--- config.mk ---
export PLATFORM = sky130hd
export DESIGN_NAME = ct_biu_csr_access_ctrl
export DESIGN_NICKNAME = d
export VERILOG_FILES = /design/src/rtl/ct_biu_csr_pkg.sv /design/src/rtl/ct_biu_csr_wdog.sv /design/src/rtl/ct_biu_csr_access_ctrl.sv
export SDC_FILE = /design/constraint.sdc
export NUM_CORES = 1
export LEC_CHECK = 0
export ABC_AREA = 1
export BUFFER_PORTS_ARGS = -buffer_cell sky130_fd_sc_hd__buf_2
export CORE_MARGIN = 5
export CORE_UTILIZATION = 41
export DETAILED_ROUTE_END_ITERATION = 6
export HOLD_SLACK_MARGIN = 0.15
export PLACE_DENSITY_LB_ADDON = 0.25
export SETUP_SLACK_MARGIN = 0.05
export SYNTH_ARGS = -nofsm -noshare
export SYNTH_HDL_FRONTEND = slang
export SYNTH_SLANG_ARGS = --single-unit
--- constraint.sdc ---
create_clock -name forever_cpuclk -period 2.2 [get_ports forever_cpuclk]
set_input_delay 0.33 -clock forever_cpuclk [delete_from_list [all_inputs] [get_ports forever_cpuclk]]
set_output_delay 0.33 -clock forever_cpuclk [all_outputs]
set_load 0.05 [all_outputs]
--- src/rtl/ct_biu_csr_pkg.sv ---
// Shared types and field positions for the BIU CSR access path.
package ct_biu_csr_pkg;

  typedef enum logic [1:0] {
    CSR_IDLE  = 2'd0,
    CSR_BEAT0 = 2'd1,
    CSR_BEAT1 = 2'd2,
    CSR_DONE  = 2'd3
  } csr_state_e;

  localparam int CSR_OP_W     = 16;
  localparam int CSR_OP_WR    = 15;
  localparam int CSR_OP_WIDE  = 14;
  localparam int CSR_IDX_MSB  = 11;
  localparam int CSR_IDX_LSB  = 0;
  localparam int CSR_IDX_W    = CSR_IDX_MSB - CSR_IDX_LSB + 1;
  localparam int CSR_DATA_W   = 64;
  localparam int CSR_TO_W     = 8;

  typedef struct packed {
    logic                 wr;
    logic                 wide;
    logic [CSR_IDX_W-1:0] idx;
  } csr_op_t;

  // The wide flag only means something on reads; writes are always one beat.
  function automatic csr_op_t csr_decode_op(input logic [CSR_OP_W-1:0] op);
    csr_op_t d;
    d.wr   = op[CSR_OP_WR];
    d.wide = op[CSR_OP_WIDE] & ~op[CSR_OP_WR];
    d.idx  = op[CSR_IDX_MSB:CSR_IDX_LSB];
    return d;
  endfunction

endpackage

--- src/rtl/ct_biu_csr_wdog.sv ---
// Per-beat no-ack watchdog: counts enabled cycles and flags the last allowed one.
module ct_biu_csr_wdog
  import ct_biu_csr_pkg::*;
#(
  parameter int TIMEOUT_CYC = 256
) (
  input  logic clk,
  input  logic rst_n,
  input  logic clr,
  input  logic en,
  output logic expire
);

  localparam logic [CSR_TO_W-1:0] TO_LAST = CSR_TO_W'(TIMEOUT_CYC - 1);

  logic [CSR_TO_W-1:0] cnt_reg;

  always_ff @(posedge clk or negedge rst_n) begin
    if (!rst_n) begin
      cnt_reg <= '0;
    end else if (clr) begin
      cnt_reg <= '0;
    end else if (en) begin
      cnt_reg <= cnt_reg + 1'b1;
    end
  end

  assign expire = en && (cnt_reg == TO_LAST);

endmodule

--- src/rtl/ct_biu_csr_access_ctrl.sv ---
// Executes one arbitrated CSR access as one or two req/ack beats toward L2C.
module ct_biu_csr_access_ctrl
  import ct_biu_csr_pkg::*;
#(
  parameter int TIMEOUT_CYC = 256
) (
  input  logic                  forever_cpuclk,
  input  logic                  cpurst_b,
  input  logic                  biu_csr_sel,
  input  logic [CSR_OP_W-1:0]   biu_csr_op,
  input  logic [CSR_DATA_W-1:0] biu_csr_wdata,
  output logic                  biu_csr_cmplt,
  output logic [127:0]          biu_csr_rdata,
  output logic                  biu_l2c_csr_req,
  output logic                  biu_l2c_csr_wen,
  output logic [CSR_IDX_W-1:0]  biu_l2c_csr_idx,
  output logic [CSR_DATA_W-1:0] biu_l2c_csr_wdata,
  input  logic                  l2c_biu_csr_ack,
  input  logic [CSR_DATA_W-1:0] l2c_biu_csr_rdata
);

  csr_state_e            state_reg;
  csr_op_t               op_reg;
  logic                  req_reg;
  logic                  cmplt_reg;
  logic                  wen_reg;
  logic [CSR_IDX_W-1:0]  idx_reg;
  logic [CSR_DATA_W-1:0] wdata_reg;
  logic [127:0]          rdata_reg;

  logic in_beat;
  logic wdog_clr;
  logic wdog_expire;

  assign in_beat  = (state_reg == CSR_BEAT0) || (state_reg == CSR_BEAT1);
  assign wdog_clr = !in_beat || l2c_biu_csr_ack;

  ct_biu_csr_wdog #(
    .TIMEOUT_CYC (TIMEOUT_CYC)
  ) u_wdog (
    .clk    (forever_cpuclk),
    .rst_n  (cpurst_b),
    .clr    (wdog_clr),
    .en     (in_beat),
    .expire (wdog_expire)
  );

  always_ff @(posedge forever_cpuclk or negedge cpurst_b) begin
    if (!cpurst_b) begin
      state_reg <= CSR_IDLE;
      op_reg    <= '0;
      req_reg   <= 1'b0;
      cmplt_reg <= 1'b0;
      wen_reg   <= 1'b0;
      idx_reg   <= '0;
      wdata_reg <= '0;
      rdata_reg <= '0;
    end else begin
      cmplt_reg <= 1'b0;
      case (state_reg)
        CSR_IDLE: begin
          if (biu_csr_sel) begin
            // Everything the access needs is captured here; later input changes are ignored.
            op_reg    <= csr_decode_op(biu_csr_op);
            wen_reg   <= biu_csr_op[CSR_OP_WR];
            idx_reg   <= biu_csr_op[CSR_IDX_MSB:CSR_IDX_LSB];
            wdata_reg <= biu_csr_wdata;
            rdata_reg <= '0;
            req_reg   <= 1'b1;
            state_reg <= CSR_BEAT0;
          end
        end

        CSR_BEAT0: begin
          if (l2c_biu_csr_ack) begin
            if (!op_reg.wr) begin
              rdata_reg[63:0] <= l2c_biu_csr_rdata;
            end
            if (op_reg.wide) begin
              idx_reg   <= idx_reg + 1'b1;
              wen_reg   <= 1'b0;
              state_reg <= CSR_BEAT1;
            end else begin
              req_reg   <= 1'b0;
              cmplt_reg <= 1'b1;
              state_reg <= CSR_DONE;
            end
          end else if (wdog_expire) begin
            req_reg   <= 1'b0;
            cmplt_reg <= 1'b1;
            state_reg <= CSR_DONE;
          end
        end

        CSR_BEAT1: begin
          if (l2c_biu_csr_ack) begin
            rdata_reg[127:64] <= l2c_biu_csr_rdata;
            req_reg           <= 1'b0;
            cmplt_reg         <= 1'b1;
            state_reg         <= CSR_DONE;
          end else if (wdog_expire) begin
            req_reg   <= 1'b0;
            cmplt_reg <= 1'b1;
            state_reg <= CSR_DONE;
          end
        end

        CSR_DONE: begin
          // sel is deliberately not sampled here so the requester can drop it.
          state_reg <= CSR_IDLE;
        end

        default: begin
          req_reg   <= 1'b0;
          state_reg <= CSR_IDLE;
        end
      endcase
    end
  end

  assign biu_csr_cmplt     = cmplt_reg;
  assign biu_csr_rdata     = rdata_reg;
  assign biu_l2c_csr_req   = req_reg;
  assign biu_l2c_csr_wen   = wen_reg;
  assign biu_l2c_csr_idx   = idx_reg;
  assign biu_l2c_csr_wdata = wdata_reg;

endmodule
==> flow_summary_export.csv, run 1 <==
group,metric,value,unit
drt,drtAntennaViolNets,0,
floorplan,coreArea,22800,µm²
synth,yosys.area_share.adder,0.00920,
setup_path,critPathRequiredTime,2640,ps
clock_tree,root_buffer,"clkbuf_16",
cells_and_area,final_util,0.608,
synth,yosys.area_share.simple,0.238,
drt,via_per_inst,4.71,
synth,synth_top_family_by_area,"simple AND/OR/NAND/NOR gates",
sta,rsz0062_at_grt,"false",
synth,netlist_top_cells_area,"dfrtp_1 58%, nand2_1 15%, o21ai_0 4.7%",
sta,relSlewSlack,0.491,
power,irDropWorstVdd,1.05,mV
grt,grt_pass1_wl,47300,µm
floorplan,die-area,26400,µm²
grt,antenna_found_initial,1,
synth,yosys-mux-area-fraction,0,
synth,synth_ff_type,"dfrtp_1",
drt,wirelength,29600,µm
cells_and_area,drive_above_1_share,0.326,
floorplan,dieHeight,162,µm
place,hpwl,19200,µm
clock_tree,cts_tree,"done",
power,power_density,1750,nW/µm²
floorplan,start_util,0.418,
synth,ys_seq_area_frac,0.576,
grt,grt_pass1_vias,9109,
run,drv_cap,0,
drt,wl_per_cell,15.9,µm
power,power.leakage,7.19,nW
sta,fin_crit,1960,ps
setup_path,crit_arrival,2400,ps
cells_and_area,largest_reg_flops,128,
synth,yosysWarningCount,0,
setup_path,crit_path_end_kind,"register",
clock_tree,cts_made_buffers,24,
sta,maxSlewViolCount,0,
grt,grt_overflow,0,
clock_tree,clock_latency,510,ps
grt,track_usage,0.219,
sta,setup_viol,0,
clock_tree,cts.sinks,219,
clock_tree,post-cts-setup-buffer-count,0,
cells_and_area,final_nets,1685,
setup_path,critical_path_class,"reg2reg",
clock_tree,cts.htree.levels,1,
place,port_buffers,352,
drt,first_pass_iters,5,
synth,synthCells,1055,
drt,route.detailed.drc,0,
synth,synth-compound-area-share,0.101,
synth,synth_commonest_cells,"385 x nand2_1, 219 x dfrtp_1, 90 x o21ai_0",
synth,synth_top_area_cell,"dfrtp_1",
cells_and_area,fillers,1868,
synth,yosysMostFrequentCell,"nand2_1",
synth,synth_edf_count,0,
clock_tree,cts_buffer_depth,3,
sta,finalSetupTns,0,ps
sta,fin_skew,10.0,ps
synth,synth-async-reset-ratio,1.00,
synth,synth-seq-cells,219,
floorplan,die_w,162,µm
floorplan,core.rowCount,55,
worst_hold_path,hp-class,"in2reg",
clock_tree,cts_resized,0,
drt,drt_iter0_drc,544,
setup_path,worst-path-max-fanout,36,
sta,max_clock_freq,0.510,GHz
synth,synth_top_area_share,0.576,
synth,synth_nets,1210,
status,status,"finished clean",
drt,via_count,8761,
floorplan,ios,355,
clock_tree,path_clk_slew,60,ps
synth,synth_cell_types,31,
sta,worstMarginPinSlew,764,ps
synth,syn_area_per_cell,9.02,µm²
clock_tree,cts_hold_buffers,139,
synth,synthesis.area,9520,µm²
place,globalplace.congestion,0.833,
synth,synth_xor_area_frac,0,
sta,hold_viol_final,0,
cells_and_area,syn2layout_area_growth,45.5,%
sta,finalCritPeriodShare,0.891,
setup_path,cp-start-kind,"register",
grt,grt_max_degree,85,
## metal layers
layer	GRT usage	vias up	routed length, µm
met1	0.275	4044	12100
met5	0	-	0
met3	0.0633	79	2700
met4	0.0688	0	943
li1	-	4252	-
met2	0.367	386	13900
## worst paths after layout
kind | start | endpoint | slack, ps | cells past startpoint
worst min register to register | u_wdog.cnt_reg[0]$_DFFE_PN0P_ | u_wdog.cnt_reg[0]$_DFFE_PN0P_ | 460 | 1
worst min-delay path | biu_csr_op[9] | biu_l2c_csr_idx[9]$_DFFE_PN0P_ | 180 | 5
worst max register to register | state_reg[0]$_DFFE_PN0N_ | biu_l2c_csr_wdata[50]$_DFFE_PN0P_ | 240 | 7
min in group asynchronous | cpurst_b | biu_csr_rdata[19]$_DFFE_PN0P_ | 360 | 2
worst max-delay path | state_reg[0]$_DFFE_PN0N_ | biu_l2c_csr_wdata[50]$_DFFE_PN0P_ | 240 | 7
max in group asynchronous | cpurst_b | biu_l2c_csr_wdata[33]$_DFFE_PN0P_ | 1180 | 3
## critical path, stage by stage (launching register included)
cell,delay (ps)
dfrtp_1,410
inv_1,140
ha_1,280
nand2_2,90
buf_4,310
buf_4,410
nand2_1,120
nand2_1,110
## metrics by stage
stage          setup WS (ps)  cell area (µm²)  hold slack [ps]  instances  total power, W
2_1_floorplan            599             9520             34.4       1055          0.0165
3_3_place_gp             327            11600              320       1678          0.0196
3_5_place_dp             281            11600              323       1678          0.0198
4_1_cts                  255            13800              153       1861          0.0243
5_1_grt                 80.7            13800              187       1862          0.0256
6_report                 239            13800              178       1862          0.0242
## cells in the final DEF, fill, tap and decap left out, drive strengths merged
cell type and count:
a21oi 10, a31oi 3, and3 1, buf 372
bufinv 2, clkbuf 35, clkinv 3, clkinvlp 4
dfrtp 219, diode 1, dlygate4sd3 139, ha 7
inv 90, nand2 386, nand3 75, nand3b 1
nand4 3, nor2 48, nor3 3, nor3b 1
o21a 1, o21ai 142, o21bai 1, o22ai 1
or2 1
## cells by family after synthesis
| kind of cell | Yosys count |
|---|---|
| compound gates | 158 |
| fa+ha+maj | 7 |
| simple gates | 519 |
| buf+inv | 152 |
| flops | 219 |
## power by group
part	switching (W)	internal, W	leakage (nW)
combinational	0.0102	0.00310	3.94
sequential	0.00100	0.00571	2.85
clock	0.00163	0.00255	0.403
## cell type report
class	instances	area, µm²	share of cell area
multi-input combinational	684	3350	0.242
inverter	90	338	0.0244
clock buffer	35	733	0.0529
antenna	1	2.50	0.000181
clock inverter	9	105	0.00759
timing repair buffer	511	3450	0.249
tap	313	392	0.0283
sequential	219	5480	0.396
Note: power is estimated with default switching activity, not from simulation.
==> run 2, diff against run 1 <==
--- a/config.mk
+++ b/config.mk
@@ -11,6 +11,7 @@
 export CORE_UTILIZATION = 41
 export DETAILED_ROUTE_END_ITERATION = 6
 export HOLD_SLACK_MARGIN = 0.15
+export MAX_ROUTING_LAYER = met4
 export PLACE_DENSITY_LB_ADDON = 0.25
 export SETUP_SLACK_MARGIN = 0.05
 export SYNTH_ARGS = -nofsm -noshare
==> flow_summary_export.csv, run 2 (same netlist as run 1, synthesis figures left out) <==
group,metric,value,unit
status,status,"finished clean",
sta,maxSlewViolCount,0,
sta,relSlewSlack,0.491,
clock_tree,cts_hold_buffers,139,
setup_path,critPathRequiredTime,2640,ps
setup_path,path_buf_inv,3,
sta,setup_viol,0,
floorplan,die_w,162,µm
clock_tree,cts.sinks,219,
clock_tree,cts_buffer_depth,3,
clock_tree,clock_latency,510,ps
sta,hold_viol_final,0,
setup_path,reg2reg_slack,240,ps
setup_path,worst-path-max-fanout,36,
clock_tree,cts_resized,0,
drt,route.detailed.drc,0,
clock_tree,cts.htree.levels,1,
cells_and_area,largest_reg_flops,128,
floorplan,coreArea,22800,µm²
clock_tree,path_clk_slew,60,ps
clock_tree,cts_made_buffers,24,
setup_path,crit_chain,"inv_1 -> ha_1 -> nand2_2 -> buf_4 -> buf_4 -> nand2_1 -> nand2_1",
grt,antenna_found_initial,1,
floorplan,core.rowCount,55,
cells_and_area,drive_above_1_share,0.326,
drt,via_per_inst,4.70,
place,port_buffers,352,
drt,wirelength,29700,µm
run,drv_cap,0,
cells_and_area,final_cell_mix,"383 x nand2_1, 351 x buf_2, 219 x dfrtp_1, 139 x dlygate4sd3_1, 90 x o21ai_0",
sta,fin_crit,1960,ps
setup_path,slowest_stage,"dfrtp_1",
grt,grt_max_degree,85,
cells_and_area,final_nets,1685,
floorplan,start_util,0.418,
cells_and_area,syn2layout_area_growth,45.5,%
drt,drt_iter0_drc,558,
worst_hold_path,hp-class,"in2reg",
floorplan,die-area,26400,µm²
drt,first_pass_iters,5,
clock_tree,cts_tree,"done",
power,power.leakage,7.19,nW
place,globalplace.congestion,0.846,
cells_and_area,mostFrequentLayoutCell,"nand2_1",
setup_path,crit_path_end_kind,"register",
power,power_density,1750,nW/µm²
sta,rsz0062_at_grt,"false",
sta,holdWs,178,ps
drt,via_count,8756,
setup_path,cp-start-kind,"register",
setup_path,critical_path_class,"reg2reg",
setup_path,cp_top_family,"buffers and inverters",
setup_path,cpPeakStageDelay,410,ps
sta,worstMarginPinSlew,764,ps
sta,finalCritPeriodShare,0.892,
grt,track_usage,0.226,
clock_tree,post-cts-setup-buffer-count,0,
place,hpwl,19200,µm
grt,grt_overflow,0,
power,irDropWorstVdd,1.05,mV
sta,max_clock_freq,0.510,GHz
sta,finalSetupTns,0,ps
floorplan,ios,355,
sta,fin_skew,10.5,ps
drt,wl_per_cell,15.9,µm
floorplan,dieHeight,162,µm
grt,grt_pass1_vias,9108,
drt,drtAntennaViolNets,0,
grt,grt_pass1_wl,47300,µm
setup_path,crit_arrival,2400,ps
clock_tree,root_buffer,"clkbuf_16",
cells_and_area,fillers,1868,
-- run 2: cell counts in the layout (fill, tap and decap cells not counted) --
Identical to the previous run, type by type.
-- run 2: area by class of cell --
cell class,count,area (µm²),area share
timing repair buffer,511,3450,0.249
antenna,1,2.50,0.000181
inverter,90,338,0.0244
clock inverter,9,105,0.00759
multi-input combinational,684,3350,0.242
tap,313,392,0.0283
clock buffer,35,733,0.0529
sequential,219,5480,0.396
-- run 2: final timing paths --
path                                                from                           endpoint  cells after the start
max                             state_reg[0]$_DFFE_PN0N_  biu_l2c_csr_wdata[50]$_DFFE_PN0P_                      7
min                                        biu_csr_op[9]     biu_l2c_csr_idx[9]$_DFFE_PN0P_                      5
min reg2reg                u_wdog.cnt_reg[0]$_DFFE_PN0P_      u_wdog.cnt_reg[0]$_DFFE_PN0P_                      1
max in group asynchronous                       cpurst_b   biu_l2c_csr_wdata[7]$_DFFE_PN0P_                      3
max reg2reg                     state_reg[0]$_DFFE_PN0N_  biu_l2c_csr_wdata[50]$_DFFE_PN0P_                      7
min in group asynchronous                       cpurst_b      biu_csr_rdata[19]$_DFFE_PN0P_                      2
-- run 2: per-stage QoR --
stage	instances	util	area (µm²)	setup WS, ps	total power, W
after floorplan	1055	-	9520	599	0.0165
after global placement	1678	0.510	11600	327	0.0196
after detailed placement	1678	0.510	11600	281	0.0198
after CTS	1861	0.608	13800	255	0.0243
after global routing	1862	0.608	13800	79.8	0.0256
final	1862	0.608	13800	238	0.0242
-- run 2: where the power goes --
part           internal [W]  switching, W  total, W
logic               0.00310        0.0102    0.0133
clock network       0.00255       0.00163   0.00417
registers           0.00571       0.00100   0.00671
total                0.0114        0.0128    0.0242
-- run 2: worst reg2reg max path: cells and delay by family, from the launching register on --
family,cells,cell delay [ps]
adder cells (fa/ha/maj),1,280
buffers and inverters,3,870
flip-flops,1,410
AND/OR/NAND/NOR,3,330
-- run 2: layer usage --
layer	track usage	vias up	share of wire	routed length, µm
met1	0.280	4045	0.41	12300
li1	-	4253	-	-
met2	0.367	380	0.47	14100
met4	0.0688	0	0.027	815
met5	-	-	0	0
met3	0.0557	78	0.084	2480
